===== src/rtl/mem_checker_core.sv =====
// mem_checker_core: Avalon-MM memory tester that writes a pattern over a range and reads it back.
// Define MEM_CHECKER_TIMER_EN to add the busy-cycle counter at CSR 9.
module mem_checker_core #(
    parameter int AMM_ADDR_W  = 28,
    parameter int AMM_DATA_W  = 64,
    parameter int AMM_BURST_W = 8
) (
    input  logic                    clk_sys_i,
    input  logic                    rst_i,
    input  logic                    sys_read_i,
    input  logic                    sys_write_i,
    input  logic [3:0]              sys_address_i,
    input  logic [31:0]             sys_writedata_i,
    output logic                    sys_readdatavalid_o,
    output logic [31:0]             sys_readdata_o,
    input  logic                    mem_readdatavalid_i,
    input  logic [AMM_DATA_W-1:0]   mem_readdata_i,
    input  logic                    mem_waitrequest_i,
    output logic [AMM_ADDR_W-1:0]   mem_address_o,
    output logic                    mem_read_o,
    output logic                    mem_write_o,
    output logic [AMM_DATA_W-1:0]   mem_writedata_o,
    output logic [AMM_BURST_W-1:0]  mem_burstcount_o,
    output logic [AMM_DATA_W/8-1:0] mem_byteenable_o
);

    localparam int AW = AMM_ADDR_W;
    localparam int BW = AMM_BURST_W;
    localparam int NW = AMM_DATA_W / 32;
    localparam int CW = (AW + 1 > BW) ? AW + 1 : BW;

    localparam logic [BW-1:0] MAX_BURST = {1'b1, {(BW-1){1'b0}}};
    localparam logic [BW-1:0] ONE_BURST = {{(BW-1){1'b0}}, 1'b1};

    typedef enum logic [2:0] {
        IDLE,
        WR_BURST,
        RD_REQ,
        RD_DATA,
        DONE
    } state_t;

    state_t state;

    logic [1:0]    cfg_mode;
    logic          cfg_pat_inc;
    logic [AW-1:0] start_addr;
    logic [AW-1:0] end_addr;
    logic [BW-1:0] burst_len;
    logic [31:0]   pattern;

    logic          done;
    logic          err_seen;
    logic [31:0]   err_cnt;
    logic [AW-1:0] first_err_addr;

    logic [AW-1:0] beat_addr;
    logic [BW-1:0] beat_cnt;

    logic [31:0]   csr_rdata;
    logic [31:0]   timer_rd;

    logic          busy;
    logic          start;
    logic          do_write;
    logic          do_read;
    logic          last_beat;
    logic          last_word;
    logic [AW-1:0] next_addr;

    assign busy      = (state != IDLE);
    assign start     = sys_write_i && (sys_address_i == 4'd0)
                       && sys_writedata_i[0] && !busy;
    assign do_write  = (cfg_mode != 2'd1);
    assign do_read   = (cfg_mode != 2'd0);
    assign last_beat = (beat_cnt == (mem_burstcount_o - 1'b1));
    assign last_word = (beat_addr == end_addr);
    assign next_addr = beat_addr + 1'b1;

    assign mem_byteenable_o = '1;

    function automatic logic [AMM_DATA_W-1:0] pat_word(input logic [AW-1:0] a);
        logic [31:0] w;
        w = cfg_pat_inc ? (pattern + 32'(a)) : pattern;
        return {NW{w}};
    endfunction

    // Burst never runs past END_ADDR: the tail burst is cut to the words left.
    function automatic logic [BW-1:0] burst_for(input logic [AW-1:0] a);
        logic [CW-1:0] rem;
        rem = CW'(end_addr) - CW'(a) + CW'(1);
        if (rem < CW'(burst_len)) begin
            return rem[BW-1:0];
        end
        return burst_len;
    endfunction

    always_ff @(posedge clk_sys_i) begin
        if (rst_i) begin
            cfg_mode    <= 2'd0;
            cfg_pat_inc <= 1'b0;
            start_addr  <= '0;
            end_addr    <= '0;
            burst_len   <= ONE_BURST;
            pattern     <= 32'd0;
        end else if (sys_write_i && !busy) begin
            case (sys_address_i)
                4'd1: begin
                    cfg_mode    <= sys_writedata_i[1:0];
                    cfg_pat_inc <= sys_writedata_i[2];
                end
                4'd2: start_addr <= AW'(sys_writedata_i);
                4'd3: end_addr   <= AW'(sys_writedata_i);
                4'd4: begin
                    if (sys_writedata_i == 32'd0) begin
                        burst_len <= ONE_BURST;
                    end else if (sys_writedata_i > 32'(MAX_BURST)) begin
                        burst_len <= MAX_BURST;
                    end else begin
                        burst_len <= sys_writedata_i[BW-1:0];
                    end
                end
                4'd5: pattern <= sys_writedata_i;
                default: ;
            endcase
        end
    end

    always_ff @(posedge clk_sys_i) begin
        if (rst_i) begin
            state            <= IDLE;
            mem_address_o    <= '0;
            mem_burstcount_o <= '0;
            mem_writedata_o  <= '0;
            mem_read_o       <= 1'b0;
            mem_write_o      <= 1'b0;
            beat_addr        <= '0;
            beat_cnt         <= '0;
            done             <= 1'b0;
            err_seen         <= 1'b0;
            err_cnt          <= 32'd0;
            first_err_addr   <= '0;
        end else begin
            case (state)
                IDLE: begin
                    if (start) begin
                        done             <= 1'b0;
                        err_seen         <= 1'b0;
                        err_cnt          <= 32'd0;
                        first_err_addr   <= '0;
                        mem_address_o    <= start_addr;
                        mem_burstcount_o <= burst_for(start_addr);
                        mem_writedata_o  <= pat_word(start_addr);
                        beat_addr        <= start_addr;
                        beat_cnt         <= '0;
                        if (start_addr > end_addr) begin
                            state <= DONE;
                        end else if (!do_write) begin
                            mem_read_o <= 1'b1;
                            state      <= RD_REQ;
                        end else begin
                            mem_write_o <= 1'b1;
                            state       <= WR_BURST;
                        end
                    end
                end
                WR_BURST: begin
                    if (!mem_waitrequest_i) begin
                        beat_addr       <= next_addr;
                        beat_cnt        <= beat_cnt + 1'b1;
                        mem_writedata_o <= pat_word(next_addr);
                        if (last_beat) begin
                            beat_cnt <= '0;
                            if (!last_word) begin
                                mem_address_o    <= next_addr;
                                mem_burstcount_o <= burst_for(next_addr);
                            end else begin
                                mem_write_o <= 1'b0;
                                if (do_read) begin
                                    mem_address_o    <= start_addr;
                                    mem_burstcount_o <= burst_for(start_addr);
                                    mem_read_o       <= 1'b1;
                                    state            <= RD_REQ;
                                end else begin
                                    state <= DONE;
                                end
                            end
                        end
                    end
                end
                RD_REQ: begin
                    if (!mem_waitrequest_i) begin
                        mem_read_o <= 1'b0;
                        beat_addr  <= mem_address_o;
                        beat_cnt   <= '0;
                        state      <= RD_DATA;
                    end
                end
                RD_DATA: begin
                    if (mem_readdatavalid_i) begin
                        if (mem_readdata_i != pat_word(beat_addr)) begin
                            if (err_cnt != '1) begin
                                err_cnt <= err_cnt + 32'd1;
                            end
                            if (!err_seen) begin
                                err_seen       <= 1'b1;
                                first_err_addr <= beat_addr;
                            end
                        end
                        beat_addr <= next_addr;
                        beat_cnt  <= beat_cnt + 1'b1;
                        if (last_beat) begin
                            if (last_word) begin
                                state <= DONE;
                            end else begin
                                mem_address_o    <= next_addr;
                                mem_burstcount_o <= burst_for(next_addr);
                                mem_read_o       <= 1'b1;
                                state            <= RD_REQ;
                            end
                        end
                    end
                end
                DONE: begin
                    done  <= 1'b1;
                    state <= IDLE;
                end
                default: state <= IDLE;
            endcase
        end
    end

`ifdef MEM_CHECKER_TIMER_EN
    logic [31:0] cyc_cnt;

    always_ff @(posedge clk_sys_i) begin
        if (rst_i) begin
            cyc_cnt <= 32'd0;
        end else if (start) begin
            cyc_cnt <= 32'd0;
        end else if (busy && (cyc_cnt != '1)) begin
            cyc_cnt <= cyc_cnt + 32'd1;
        end
    end

    assign timer_rd = cyc_cnt;
`else
    assign timer_rd = 32'd0;
`endif

    always_comb begin
        csr_rdata = 32'd0;
        case (sys_address_i)
            4'd0: csr_rdata = {31'd0, busy};
            4'd1: csr_rdata = {29'd0, cfg_pat_inc, cfg_mode};
            4'd2: csr_rdata = 32'(start_addr);
            4'd3: csr_rdata = 32'(end_addr);
            4'd4: csr_rdata = 32'(burst_len);
            4'd5: csr_rdata = pattern;
            4'd6: csr_rdata = {30'd0, err_seen, done};
            4'd7: csr_rdata = err_cnt;
            4'd8: csr_rdata = 32'(first_err_addr);
            4'd9: csr_rdata = timer_rd;
            default: csr_rdata = 32'd0;
        endcase
    end

    always_ff @(posedge clk_sys_i) begin
        if (rst_i) begin
            sys_readdatavalid_o <= 1'b0;
            sys_readdata_o      <= 32'd0;
        end else begin
            sys_readdatavalid_o <= sys_read_i;
            sys_readdata_o      <= sys_read_i ? csr_rdata : 32'd0;
        end
    end

endmodule


===== config.mk =====
export PLATFORM = sky130hd
export DESIGN_NAME = mem_checker_core
export DESIGN_NICKNAME = d
export VERILOG_FILES = /design/src/rtl/mem_checker_core.sv
export SDC_FILE = /design/constraint.sdc
export NUM_CORES = 1
export LEC_CHECK = 0
export CAP_MARGIN = 10
export CORE_ASPECT_RATIO = 1.5
export CORE_MARGIN = 2
export CORE_UTILIZATION = 45
export CTS_CLUSTER_DIAMETER = 60
export DETAILED_ROUTE_END_ITERATION = 10
export PLACE_DENSITY_LB_ADDON = 0.08
export SLEW_MARGIN = 10
export SYNTH_ARGS = -nofsm -noshare
export SYNTH_HDL_FRONTEND = slang
export SYNTH_SLANG_ARGS = --single-unit

===== constraint.sdc =====
create_clock -name clk_sys_i -period 6.33 [get_ports clk_sys_i]
set_clock_uncertainty 0.15 [all_clocks]
set_input_delay 1.899 -clock clk_sys_i [delete_from_list [all_inputs] [get_ports clk_sys_i]]
set_output_delay 1.899 -clock clk_sys_i [all_outputs]
set_load 0.01 [all_outputs]

---- After elaboration in Yosys (flattened, before gate mapping) ----
Cells that the tools add are included.
storage, ports and cells
  ROM bits ................................ 0
  output and inout bits ................... 143
  bits in latches ......................... 0
  RAM bits ................................ 0
  register bits after elaboration ......... 335
  memories kept ........................... 0
cells by class
  magnitude comparators ................... 4
  muxes and demuxes ....................... 108
  div/mod/pow operators ................... 0
  shifts and indexed selects .............. 0
  bitwise logic cells ..................... 1
  add/subtract/negate cells ............... 11
  reduce and logical (&&, ||, !) cells .... 31
  equal/unequal tests ..................... 33
  $mul .................................... 0
operators with widths
  kind                                                             count
  2-to-1 mux 28 bit                                                15
  case mux 32 bit (9 select lines)                                 1
  2-to-1 mux 32 bit                                                7
  2-to-1 mux 8 bit                                                 21
  2-to-1 mux 64 bit                                                2
  case mux 64 bit (2 select lines)                                 1
  case mux 28 bit (4 select lines)                                 1
  adder 32 x 28 -> 32 bit                                          3
  case mux 28 bit (3 select lines)                                 1
  inequality test 64 bit                                           1
  case mux 32 bit (2 select lines)                                 1
  adder 29 x 1 -> 29 bit (second input constant)                   2
  < comparator 29 x 8 -> 1 bit                                     2
  subtractor 28 x 28 -> 29 bit                                     2
  case mux 28 bit (2 select lines)                                 1
  2-to-1 mux 1 bit                                                 39
  adder 32 x 1 -> 32 bit (second input constant)                   1
  greater-than comparator 32 x 8 -> 1 bit (second input constant)  1
  logical NOT 32 bit                                               1
  inequality test 32 bit (second input constant)                   1
  case mux 8 bit (4 select lines)                                  1
  2-to-1 mux 3 bit                                                 10
  inequality test 2 bit (second input constant)                    15
  adder 28 x 1 -> 28 bit (second input constant)                   1
  35 further kinds                                                 57

---- Depth between registers and ports, before layout ----
Gate-level depths: netlist (run 1).
  depth in word-level cells ............... 16
  mapped depth ............................ 26
  gate-level depth less buffers ........... 21

---- Worst setup path before layout (run 1) ----
No wires, ideal clock.
  kind .................................... input-to-reg
  from .................................... input port mem_readdata_i[6]
  to ...................................... register err_cnt[31]
  arrival time ............................ 4736 ps
  setup slack ............................. 1321 ps
  buffers on the path ..................... 2
  cell stages on the path ................. 14
  cell sequence ........................... or3_1 a22oi_1 o22ai_1 a2111oi_0 nand4_1 a2111oi_1 o2111ai_1 a2111oi_2 o2111ai_1 or3_1 buf_2 buf_6 a31oi_1 o21ai_1
between the ends
  word-level cells in the longest chain between the ends .. 3
RTL lines
  element                                 RTL line  RTL
  from (decl)                             17        input logic [AMM_DATA_W-1:0] mem_readdata_i,
  inequality test 64 bit                  201       if (mem_readdata_i != pat_word(beat_addr)) begin
  inequality test 2 bit (no source line)  -
  AND reduction 5 bit (no source line)    -
  to (signal assigned)                    203       err_cnt <= err_cnt + 32'd1;
  to (decl)                               54        logic [31:0] err_cnt;
No other way between the ends.
A chain may end at the register's enable or synchronous reset.

---- Worst setup path after layout (run 1) ----
  from .................................... register start_addr[2]
  to ...................................... register mem_burstcount_o[6]
between the ends
  word-level cells in the longest chain between the ends .. 16
  elaborated cells on any way between the ends .. 22
  classes of those cells .................. add/sub (2); order compare (1); mux (19)
RTL lines
  element                              RTL line  RTL
  from (decl)                          47        logic [AW-1:0] start_addr;
  from (signal assigned)               112       4'd2: start_addr <= AW'(sys_writedata_i);
  subtractor 28 x 28 -> 29 bit (*)     91        rem = CW'(end_addr) - CW'(a) + CW'(1);
  adder 29 x 1 -> 29 bit (*)           91
  < comparator 29 x 8 -> 1 bit         92        if (rem < CW'(burst_len)) begin
  2-to-1 mux 1 bit                     92
  2-to-1 mux 1 bit                     179       if (do_read) begin
  2-to-1 mux 1 bit                     174       if (!last_word) begin
  2-to-1 mux 1 bit                     172       if (last_beat) begin
  2-to-1 mux 1 bit                     168       if (!mem_waitrequest_i) begin
  2-to-1 mux 1 bit                     144       case (state)
  2-to-1 mux 1 bit                     130       if (rst_i) begin
  2-to-1 mux 8 bit                     95        return burst_len;
  2-to-1 mux 8 bit                     179
  2-to-1 mux 8 bit                     174
  2-to-1 mux 8 bit                     172
  2-to-1 mux 8 bit                     168
  case mux 8 bit (3 select lines) (*)  144
  to (signal assigned)                 152       mem_burstcount_o <= burst_for(start_addr);
  to (signal assigned)                 176       mem_burstcount_o <= burst_for(next_addr);
  to (signal assigned)                 181       mem_burstcount_o <= burst_for(start_addr);
  to (decl)                            23        output logic [AMM_BURST_W-1:0] mem_burstcount_o,
Mark *: on every way between the ends. The rest lies on a longest branch, timed or not. The select of a mux whose other input is x is not followed.

==> results of run 1 <==
-- report_power, final --
group          total, mW  internal (mW)  switching, mW
Sequential          2.21           2.00          0.208
Combinational       4.11           1.57           2.54
Clock               2.19           1.28          0.913
-- logic make-up after synthesis --
group                      Yosys count  share of synthesized area
muxes                               39                     0.0154
adders and majority gates          230                      0.113
DFF                                303                      0.235
other                                1                   0.000145
buffers and inverters              439                     0.0730
AOI/OAI and AO/OA                 1103                      0.286
xor gates and xnor gates           175                     0.0594
and+or+nand+nor                   1188                      0.218
-- state kept, by name, indices dropped and copies added, names as in the netlist, 2 cells and up --
signal            cells
sys_readdata_o       32
end_addr             28
state                 3
burst_len             8
mem_burstcount_o      8
first_err_addr       28
cfg_mode              2
mem_writedata_o      32
pattern              32
err_cnt              32
mem_address_o        28
start_addr           28
beat_addr            28
beat_cnt              8
-- worst paths after layout --
path | startpoint | endpoint | slack (ps) | cells after the start
worst max-delay path | start_addr[2] | mem_burstcount_o[6] | 360 | 21
worst min-delay path | mem_writedata_o[37] | mem_writedata_o[37] | 320 | 2
worst max register to register | start_addr[2] | mem_burstcount_o[6] | 360 | 21
worst min register to register | mem_writedata_o[37] | mem_writedata_o[37] | 320 | 2
-- per-layer routing --
layer	track usage	routed length [um]
met2	0.615	52500
met5	0	13
met4	0.246	8630
met1	0.422	42300
met3	0.0477	7570
-- critical path: cells and delay by family, from the launching register on --
kind,cells,cell delay (ps)
mux,1,200
fa+ha+maj,3,1150
flops,1,450
xor+xnor,1,100
buf+inv,3,570
compound gates,6,1400
simple gates,7,1800
-- cell type report --
cell class                      instances  area [um^2]
Antenna cell                            1         2.50
Clock buffer                           49         1040
Clock inverter                         14          170
Fill cell                            5609        26300
Inverter                              208          781
Multi-Input combinational cell       2743        17900
Sequential cell                       303         6070
Tap cell                              763          955
Timing Repair Buffer                  385         3560
-- layout by cell type, fill, tap and decap left out, types with 71 or more instances in the layout --
cell type,netlist,routed
nor2_1,290,287
nand2_1,385,385
a21oi_1,322,322
xnor2_1,113,113
inv_1,205,205
clkdlybuf4s50_1,0,239
dfxtp_1,303,302
a211oi_1,71,71
o211ai_1,95,95
o21ai_0,133,131
a21o_1,74,74
ha_1,225,225
buf_4,48,140
a22oi_1,81,81
nand3_1,126,126
-- through the flow --
step                cells  total power [mW]  setup WS, ps  hold WS (ps)
floorplan            3485              4.70          1320           308
global placement     4402              6.22           226           308
detailed placement   4402              6.24           205           312
CTS                  4465              8.43           442           320
global route         4465              8.89          77.9           347
finish               4466              8.51           364           318
==> summary.txt, run 1 <==
Synthesis
  • Register bit total from synthesis: 303
  • Most used flip-flop cell after synthesis: dfxtp_1
  • Area share of the largest cell type after synthesis: 0.235
  • Cell with the most instances after synthesis: nand2_1
  • Area contributors post-synth: dfxtp_1 24%, ha_1 11%, a21oi_1 6.2%
  • Number of warnings printed during yosys synthesis: 0
  • Synth unique cells: 97
  • Synthesized instance count: 3478
  • Mean area per synthesized cell: 7.42 um^2
  • Cell Area, Synth: 0.0258 mm^2
  • List of most frequent post-synthesis cells: 385 x nand2_1, 322 x a21oi_1, 303 x dfxtp_1, 290 x nor2_1, 225 x ha_1
  • Count of flip-flops with a built-in enable after synthesis: 0
  • Share of flip-flops with an asynchronous set or reset: 0
  • Leading area contributor after synthesis: dfxtp_1
  • Fraction of the yosys area taken by sequential cells: 0.235

Clocking
  • Buffer type at the clock tree root: clkbuf_16
  • Clock insertion delay at the later pin of the skew report: 540 ps
  • TritonCTS Buffers: 35
  • Hold Buf Count CTS: 0
  • Setup fix buffers added after clock tree synthesis: 0
  • Clock tree from TritonCTS: built
  • Clock tree sinks: 303
  • Clock Tree Buf Depth: 3
  • H-Tree Level Count: 2
  • Clock transition time at the flip-flop clock pins of the worst setup and hold paths: 70 ps
  • Total of cells resized after clock tree synthesis: 0

Setup path
  • Peak fanout along the critical path: 8
  • Slowest cell on the critical path: or4_4
  • Highest cell delay on the worst timing path: 610 ps
  • Startpoint types: flop
  • Req. time, crit path: 6600 ps
  • Worst Path Arrival: 6240 ps
  • Cell breakdown of the critical path: inv_1 -> ha_1 -> fa_1 -> a211oi_1 -> nor2_1 -> o21a_1 -> nor2_1 -> xnor2_1 -> ha_1 -> nor4_1 -> nand4_1 -> a2111oi_0 -> buf_4 -> o21ai_0 -> nor4_1 -> nand4_1 -> or4_4 -> a2111oi_4 -> buf_12 -> mux2i_1 -> o21ai_1
  • Type of the worst setup path: flop to flop
  • Endpoint kind of the worst setup timing path: flop

Power and ir drop
  • Leakage power total: 11.9 nW
  • Max rail drop VDD: 0.303 mV
  • Ratio of total power to cell area: 279 mW/mm^2

STA
  • Final setup violation count: 0
  • Final hold vios: 0
  • Slew headroom: 0.159
  • Slew Viols, Final: 0
  • Total negative slack for setup checks: 0 ps
  • Time the final worst path needs with I/O delays and setup: 5970 ps
  • Part of the cycle the worst path needs: 0.942
  • Achievable Freq: 168 MHz
  • Setup repair after global routing missed its margin: no
  • Measured slew at the worst slew-check pin: 1260 ps

Layout
  • Utilization after layout: 0.537
  • Net count, final: 4012
  • Final standard cell area without fillers: 0.0305 mm^2
  • Share of post-route cells with drive strength above 1: 0.0735
  • Area growth from synthesis to final layout: 18.2%

GRT
  • Number of antenna violations at the first check in global routing: 2
  • Overall fraction of global-route tracks in use: 0.363
  • Global-route wire length before repair: 163 mm
  • Final global-route overflow total: 0
  • Pin count of the biggest net entering global routing: 74
  • Via count of the first global-routing pass: 27100

Route
  • DRT iter0 DRCs: 2293
  • Wire per inst: 24.9 um
  • Post-DRT Antenna Nets: 0
  • Total via count after detailed routing: 27900
  • DR pass1 iterations: 6
  • Overall routed net length: 111 mm
  • Post-route DRC: 0
  • Vias per cell: 6.25

Placed design
  • Last weighted congestion value of the routability-driven placer: 0.968
  • Post-Place Cell Area: 0.0293 mm^2
  • Final HPWL DP: 88.8 mm
  • Count of input and output buffers: 240

Status
  • Run status: completed

Floorplan
  • Core box area: 0.0568 mm^2
  • Horizontal extent of the die: 199 um
  • # IOs: 249
  • Std cell rows: 107
  • Die outline height: 297 um
  • Starting utilization of the core area: 0.454
  • Die outline area: 0.0593 mm^2

Run
  • Reported max-cap violation count: 0

Hold path
  • Path category of the worst min-delay check: flop to flop
Power figures use the tool's default switching activity.
==> run 2, diff against run 1 <==
Settings changed: CORE_MARGIN 2 to default, CORE_UTILIZATION 45 to 55.
==> summary.txt, run 2 (same netlist as run 1, synthesis figures left out) <==
Status
  • Run status: completed

Placed design
  • Final HPWL DP: 81.6 mm (-8.1%)
  • Post-Place Cell Area: 0.0288 mm^2 (-1.7%)
  • Cell total after placement: 4191 (-4.8%)
  • Count of input and output buffers: 240 (unchanged)
  • Last weighted congestion value of the routability-driven placer: 1.04 (+7.8%)

Route
  • Wire per inst: 24.4 um (-1.9%)
  • Post-route DRC: 0 (unchanged)
  • Total via count after detailed routing: 28400 (+1.7%)
  • DRT iter0 DRCs: 2937 (+28%)
  • Post-DRT Antenna Nets: 0 (unchanged)
  • Vias per cell: 6.67 (+6.9%)
  • Overall routed net length: 104 mm (-6.6%)
  • DR pass1 iterations: 7 (+1)

Setup path
  • RR Endpoint: mem_burstcount_o[1]
  • Destination of the critical timing path: mem_burstcount_o[1]
  • R2r startpoint: beat_addr[1]
  • Peak fanout along the critical path: 16 (+8)
  • Startpoint of the worst setup timing path: beat_addr[1]
  • Type of the worst setup path: flop to flop
  • Startpoint types: flop
  • Reg2Reg Depth: 23 (+9.5%)
  • Worst Path Arrival: 6320 ps (+80 ps)
  • Endpoint kind of the worst setup timing path: flop
  • Setup slack, reg-to-reg: 270 ps (-90 ps)
  • Req. time, crit path: 6600 ps (about the same)

Floorplan
  • Horizontal extent of the die: 179 um (-10%)
  • Starting utilization of the core area: 0.561 (+0.106)
  • Die outline height: 267 um (-10%)
  • Core box area: 0.0460 mm^2 (-19%)
  • Die outline area: 0.0478 mm^2 (-19%)
  • Std cell rows: 96 (-10%)
  • # IOs: 249 (unchanged)

Power and ir drop
  • Ratio of total power to cell area: 278 mW/mm^2 (-0.45%)
  • Power dissipated by switching net loads: 3.62 mW (-1.0%)
  • Switching power as a share of total power: 0.435 (+0.00521)
  • Max rail drop VDD: 0.302 mV (-0.21%)
  • Power share of the clock group: 0.253 (-0.005)
  • Cell Int Power: 4.70 mW (-3.1%)
  • Leakage power total: 11.7 nW (-1.6%)
  • Power share of the sequential group: 0.262 (+0.003)
  • Combinational power share: 0.485 (+0.002)
  • Total design power: 8.32 mW (-2.2%)

Layout
  • Final standard cell area without fillers: 0.0300 mm^2 (-1.7%)
  • Area growth from synthesis to final layout: 16.2%
  • Commonest non-fill, non-tap cell in the layout: nand2_1
  • Utilization after layout: 0.651 (+0.114)
  • Net count, final: 3975 (-0.92%)
  • Number of non-filler instances in the completed layout: 4252 (-4.8%)
  • Commonest cells after routing, fill and taps aside: 385 x nand2_1, 321 x a21oi_1, 301 x dfxtp_1, 287 x nor2_1, 239 x clkdlybuf4s50_1
  • Share of post-route cells with drive strength above 1: 0.0652 (-0.00823)

Clocking
  • Buffer type at the clock tree root: clkbuf_16
  • TritonCTS Buffers: 34 (-2.9%)
  • Setup fix buffers added after clock tree synthesis: 0 (unchanged)
  • Clock insertion delay at the later pin of the skew report: 540 ps (about the same)
  • H-Tree Level Count: 2 (unchanged)
  • Clock Tree Buf Depth: 3 (unchanged)
  • Clock tree from TritonCTS: built
  • Clock tree sinks: 303 (unchanged)
  • Clock transition time at the flip-flop clock pins of the worst setup and hold paths: 60 ps (about the same)

GRT
  • Met3 Resource Use GR: 0.0620 (+0.0143)
  • Number of antenna violations at the first check in global routing: 2 (unchanged)
  • Via count of the first global-routing pass: 26700 (-1.2%)
  • Met2 Resource Use GR: 0.702 (+0.0866)
  • Most Crowded Layer GR: met2
  • Met1 track utilization from global routing: 0.489 (+0.0667)
  • Final global-route overflow total: 0 (unchanged)
  • Pin count of the biggest net entering global routing: 102 (+38%)
  • Global-route wire length before repair: 154 mm (-5.7%)
  • Overall fraction of global-route tracks in use: 0.421 (+0.0583)

STA
  • Measured slew at the worst slew-check pin: 1240 ps (-26.2 ps)
  • Time the final worst path needs with I/O delays and setup: 6060 ps (+92.2 ps)
  • Achievable Freq: 165 MHz (-1.5%)
  • Total negative slack for setup checks: 0 ps (unchanged)
  • Final hold vios: 0 (unchanged)
  • Final setup violation count: 0 (unchanged)
  • Slew Viols, Final: 0 (unchanged)
  • Part of the cycle the worst path needs: 0.957 (+0.0146)
  • Slew headroom: 0.176 (+0.0166)

Hold path
  • Path category of the worst min-delay check: flop to flop
  • HP Start: mem_writedata_o[33]

Run
  • Reported max-cap violation count: 0 (unchanged)
-- run 2: worst min-delay path by stage --
| stage | slack [ps] | cells past startpoint | to |
|---|---|---|---|
| floorplan | 310 | 2 | sys_readdata_o[10] |
| global placement | 310 | 2 | mem_writedata_o[34] |
| detailed placement | 310 | 2 | mem_writedata_o[33] |
| CTS | 320 | 2 | mem_writedata_o[33] |
| global route | 350 | 2 | mem_writedata_o[34] |
| finish | 320 | 2 | mem_writedata_o[33] |
-- run 2: routing by layer --
metal / share of wire / wire (um)
met1: 0.36 / 37800
met2: 0.47 / 48600
met3: 0.087 / 9070
met4: 0.079 / 8220
met5: 0.00012 / 12
-- run 2: timing repair --
item | in CTS | in global routing
hold buffers | 0 | 0
setup endpoints to repair | 0 | 8
resized for setup | 0 | 7
-- run 2: area by class of cell --
cell class	count	area [um^2]
multi-input combinational	2743	17900
fill	4121	16000
sequential	303	6070
timing repair buffer	349	3280
clock buffer	50	1040
inverter	208	781
tap	588	736
clock inverter	10	98.8
antenna	1	2.50
-- run 2: worst max-delay path, cell delays in order (launching register included) --
cell and delay, ps:
dfxtp_1 460, ha_1 250, nand3_1 220, nor3_2 310, buf_4 170, and4_1 270
nand2_1 210, nor2_1 200, xnor2_1 250, ha_1 320, ha_1 360, nor2b_1 170
o21bai_1 230, o2111ai_1 180, a211oi_2 310, o211ai_1 130, nor4_1 180, nand4_1 120
nor4_1 190, buf_4 150, or4b_1 550, buf_4 240, o21ai_0 200, o21ai_1 100
-- run 2: per-stage QoR --
stage | worst slack (ps) | hold WS, ps
2_1_floorplan | 1320 | 308
3_3_place_gp | 245 | 308
3_5_place_dp | 233 | 313
4_1_cts | 300 | 324
5_1_grt | -0.891 | 353
6_report | 272 | 321
-- run 2: power by group through the flow --
stage	clock, mW	combinational (mW)	sequential [mW]
after detailed placement	0	3.84	2.21
final	2.10	4.04	2.18
after floorplan	0	2.55	2.15
after global routing	2.16	4.27	2.19
after global placement	0	3.79	2.21
after CTS	2.10	3.88	2.17
==> run 3, diff against run 2 <==
Settings changed: ABC_CLOCK_PERIOD_IN_PS from default to 6330.
==> results of run 3 <==
No change in the layout: final DEF, timing and power equal those of run 2.
